===== config.mk =====
export PLATFORM = sky130hd
export DESIGN_NAME = triangle_fifo
export DESIGN_NICKNAME = d
export VERILOG_FILES = /design/src/rtl/triangle_fifo.sv
export SDC_FILE = /design/constraint.sdc
export NUM_CORES = 1
export LEC_CHECK = 0
export CAP_MARGIN = 40
export CORE_MARGIN = 10
export CORE_UTILIZATION = 55
export CTS_CLUSTER_DIAMETER = 50
export CTS_CLUSTER_SIZE = 20
export DETAILED_ROUTE_END_ITERATION = 6
export PLACE_DENSITY = 0.87
export REMOVE_ABC_BUFFERS = 1
export SLEW_MARGIN = 20
export SYNTH_ARGS = -nofsm -noshare
export SYNTH_HDL_FRONTEND = slang
export SYNTH_SLANG_ARGS = --single-unit

===== constraint.sdc =====
create_clock -name clk -period 7.78 [get_ports clk]
set_input_delay 1.167 -clock clk [delete_from_list [all_inputs] [get_ports clk]]
set_output_delay 1.167 -clock clk [all_outputs]
set_load 0.005 [all_outputs]

===== src/rtl/triangle_fifo.sv =====
// triangle_fifo: assembles 60-byte command records into 480-bit words and queues DEPTH of them
module triangle_fifo #(
  parameter int DEPTH = 2
) (
  input  logic         clk,
  input  logic         rst,
  input  logic [7:0]   triangle_wrdata,
  input  logic         triangle_push,
  output logic         triangle_full,
  output logic [479:0] tri_data,
  output logic         tri_efb,
  output logic         tri_ef,
  output logic         tri_valid,
  input  logic         tri_pop,
  output logic         overflow_err
);
  localparam int PW = DEPTH > 1 ? $clog2(DEPTH) : 1;
  localparam int CW = $clog2(DEPTH + 1);
  logic [479:0]  mem [DEPTH];
  logic [PW-1:0] wr_ptr, rd_ptr;
  logic [CW-1:0] rec_count;
  logic [5:0]    byte_cnt;
  logic [8:0]    lsb;
  logic          discard, pop, last, drop, commit;
  always_comb begin
    pop = tri_pop && tri_valid;
    last = triangle_push && byte_cnt == 6'd59;
    drop = triangle_push && byte_cnt == 6'd0 && rec_count == CW'(DEPTH) && !pop;
    commit = last && !discard;
    lsb = 9'(8 * (6'd59 - byte_cnt));
    tri_valid = rec_count != '0;
    tri_data = mem[rd_ptr];
    tri_efb = tri_data[247];
    tri_ef = tri_data[246];
    triangle_full = (CW+1)'(rec_count) + (CW+1)'(byte_cnt != 6'd0 || discard) >= (CW+1)'(DEPTH);
  end
  always_ff @(posedge clk)
    if (triangle_push && !discard && !drop) mem[wr_ptr][lsb +: 8] <= triangle_wrdata;
  always_ff @(posedge clk)
    if (rst) begin
      byte_cnt <= '0;
      discard <= 1'b0;
      overflow_err <= 1'b0;
      wr_ptr <= '0;
      rd_ptr <= '0;
      rec_count <= '0;
    end else begin
      if (triangle_push) byte_cnt <= last ? 6'd0 : byte_cnt + 6'd1;
      if (drop) begin
        discard <= 1'b1;
        overflow_err <= 1'b1;
      end else if (last) discard <= 1'b0;
      if (commit) wr_ptr <= wr_ptr == PW'(DEPTH - 1) ? '0 : wr_ptr + 1'b1;
      if (pop) rd_ptr <= rd_ptr == PW'(DEPTH - 1) ? '0 : rd_ptr + 1'b1;
      if (commit != pop) rec_count <= commit ? rec_count + 1'b1 : rec_count - 1'b1;
    end
endmodule

==> results_dict.tcl <==
set metrics [dict create \
    avgSynthCellArea_um2 16.25 \
    grt_pass1_wl_mm 163.1 \
    place_inst 3858 \
    numPortBuffers 496 \
    drt_wl_total_mm 111.3 \
    hold_viol 0 \
    via_per_inst 6.132 \
    grt_max_degree 177 \
    cts-root-buf "clkbuf_16" \
    hold_path_class "flop to flop" \
    async_reset_ff_share_pct 0 \
    setup_viol 0 \
    overflow 0 \
    ant_nets 0 \
    synth-edff-count 960 \
    drive_above_1_share_pct 27.44 \
    maxCapViolations 0 \
    area_growth_pct 23.96 \
    cp_cell_sequence "inv_1 -> ha_1 -> nor4bb_1 -> nand2b_1 -> a21o_1 -> clkdlybuf4s50_1" \
    start_util_pct 55.78 \
    n_antenna_cell 0 \
    rr_startpoint "byte_cnt[2]" \
    slowest_stage "nor4bb_1" \
    critPathMaxFanout 20 \
    p_seq_share_pct 55.5 \
    p_clk_share_pct 42.4 \
    tritoncts "built" \
    p_comb_share_pct 2.1 \
    fin_crit_ns 4.698 \
    status "finished clean" \
    dp_hpwl_mm 74.58 \
    synth-seq-cells 973 \
    grtUsageTotal_pct 25.45 \
    power.density_nw_per_um2 206.0 \
    finish.net_count 3024 \
    antenna_found_initial 3 \
    die_w_um 290.0 \
    slew_viol_final 0 \
    fin_crit_sh_pct 60.38 \
    cp-start-kind "flop" \
    grt_pass1_vias 25340 \
    first_pass_iters 5 \
    io_pins 497 \
    core_area_um2 71850 \
    clk_pin_slew_ns 0.08 \
    final_util_pct 69.15 \
    yosys_warnings 0 \
    cp-startpoint "byte_cnt[0]" \
    num_vias 24690 \
    synth_cell_type_count 55 \
    netlist_area_um2 40080 \
    switchingPower_mw 2.271 \
    syn_inst 2467 \
    placementRows 98 \
    cts_resized 0 \
    drcViolationCount 0 \
    cp-end-kind "output pin" \
    clk_path_buf_depth 3 \
    wl_per_cell_um 27.64 \
    fmax_mhz 212.9 \
    ir_worst_vdd_v 0.0001623 \
    numCtsBuffers 83 \
    critPathMaxStageDelay_ns 0.65 \
    die_h_um 290.0 \
    intPower_mw 7.962 \
    cts.sinks 973 \
    hold_buffers 0 \
    crit_type "flop to output pin" \
    power.share.switching_pct 22.19 \
    clkLatencyLatePin_ns 0.65 \
    relSlewSlack_pct 23.63 \
    ys.flop_type "edfxtp_1" \
    floorplan.die_area_um2 84070 \
    arrival_ns 3.53 \
    report.power.total_mw 10.23 \
    routabilityCongestion 0.8565 \
    tightest_slew_ns 1.145 \
    stdcell_count 4026 \
    seq_area_frac_synth_pct 72.57 \
    cts_setup_buffers 0 \
    fin_skew_ns 0.02476 \
    cp.required_ns 6.61 \
    min_from "discard" \
    drtIter0Drc 2914 \
    htree_levels 3 \
    p_leak_nw 15.32 \
    rsz0062_at_grt "no" \
]
synthesized netlist by cell type (2+ instances only):
cell type | count | area [um2]
edfxtp_1 | 960 | 28830
mux2_2 | 480 | 5405
nor3_1 | 328 | 1642
nor3b_1 | 203 | 1524
clkbuf_1 | 164 | 615.6
nor2_1 | 76 | 285.3
buf_2 | 47 | 235.2
nand2_1 | 41 | 153.9
nand3_1 | 19 | 95.09
dfxtp_1 | 13 | 260.3
o211ai_1 | 12 | 90.09
buf_1 | 11 | 41.29
nand2b_1 | 9 | 56.30
nor2b_1 | 9 | 56.30
a21oi_1 | 8 | 40.04
o2111ai_1 | 8 | 70.07
xnor2_1 | 8 | 70.07
and2_1 | 7 | 43.79
o21ai_0 | 7 | 35.03
ha_1 | 6 | 75.07
inv_1 | 5 | 18.77
and3_1 | 4 | 25.02
nor4b_1 | 3 | 26.28
o21bai_1 | 3 | 22.52
a31oi_1 | 2 | 12.51
buf_4 | 2 | 15.01
mux2i_1 | 2 | 20.02
nand3b_1 | 2 | 15.01
xor2_1 | 2 | 17.52
per-stage QoR:
step	instance area, um2	hold slack [ns]	worst slack (ns)	setup TNS [ns]
2_1_floorplan	39170	0.4360	-5.659	-3177.45
5_1_grt	49690	0.5379	2.773	0
3_3_place_gp	45700	0.4757	3.034	0
3_5_place_dp	46640	0.4828	2.873	0
4_1_cts	49530	0.4956	2.865	0
6_report	49690	0.5019	3.082	0
sequential cells by signal, summed over array words and instances, names as in the netlist, named ones only:
name,flops
overflow_err,1
discard,1
rd_ptr,1
wr_ptr,1
byte_cnt,6
mem,960
rec_count,2
cell type report:
class	instances	area, um2
Clock buffer	90	2156
Tap cell	950	1189
Inverter	5	18.77
Clock inverter	65	734.5
Multi-Input combinational cell	1265	10220
Sequential cell	973	29090
Fill cell	4574	22170
Timing Repair Buffer	678	6274
routing by layer:
metal  global-route usage (%)  vias to the layer above  share of wire, %
met5                        0                        -                 0
met3                    5.898                      214                10
met2                    43.62                     1453                51
li1                         -                    10610                 -
met1                    31.24                    12410                36
met4                    9.005                        0               3.2
power by group through the flow:
stage          sequential [mW]  combinational (mW)  clock [mW]
5_1_grt                   5.68               0.221        4.59
3_5_place_dp              5.80               0.206           0
6_report                  5.68               0.213        4.34
3_3_place_gp              5.80               0.187           0
4_1_cts                   5.68               0.207        4.38
2_1_floorplan             5.80              0.0820           0
critical path, delay by kind of cell, from the launching register on:
family                     cells  cell delay [ns]
and+or+nand+nor                2             0.78
adders and majority gates      1             0.46
buffers and inverters          2             0.89
DFF                            1             0.52
AOI/OAI and AO/OA              1             0.24
final timing paths:
kind                   endpoint  slack (ns)  cells after the start
setup / recovery  triangle_full        3.08                      6
hold / removal          discard        0.50                      2
setup reg to reg    mem[0][321]        3.27                      9
hold reg to reg         discard        0.50                      2
cells in the final DEF, fill, tap and decap left out, drive strengths merged, types with 4 or more instances in the layout:
cell type      instances
edfxtp               960
clkdlybuf4s50        488
mux2                 480
nor3                 328
nor3b                203
buf                  185
clkbuf                95
nor2                  76
nand2                 41
inv                   41
clkinv                24
nand3                 19
dfxtp                 13
o211ai                12
nand2b                 9
nor2b                  9
a21oi                  9
xnor2                  9
o2111ai                8
and2                   8
o21ai                  8
ha                     6
and3                   4
kinds of logic (layout without fill, tap and decap cells):
logic type	count (synthesis)	count (layout)	synth area share (%)
flip-flops	973	973	72.57
buffers and inverters	229	838	2.310
multiplexers	482	482	13.54
XOR/XNOR	12	12	0.2997
AND/OR/NAND/NOR	711	711	9.993
adder cells (fa/ha/maj)	6	6	0.1873
AO/OA/AOI/OAI	54	54	1.102
(Power assumes the default switching activity.)
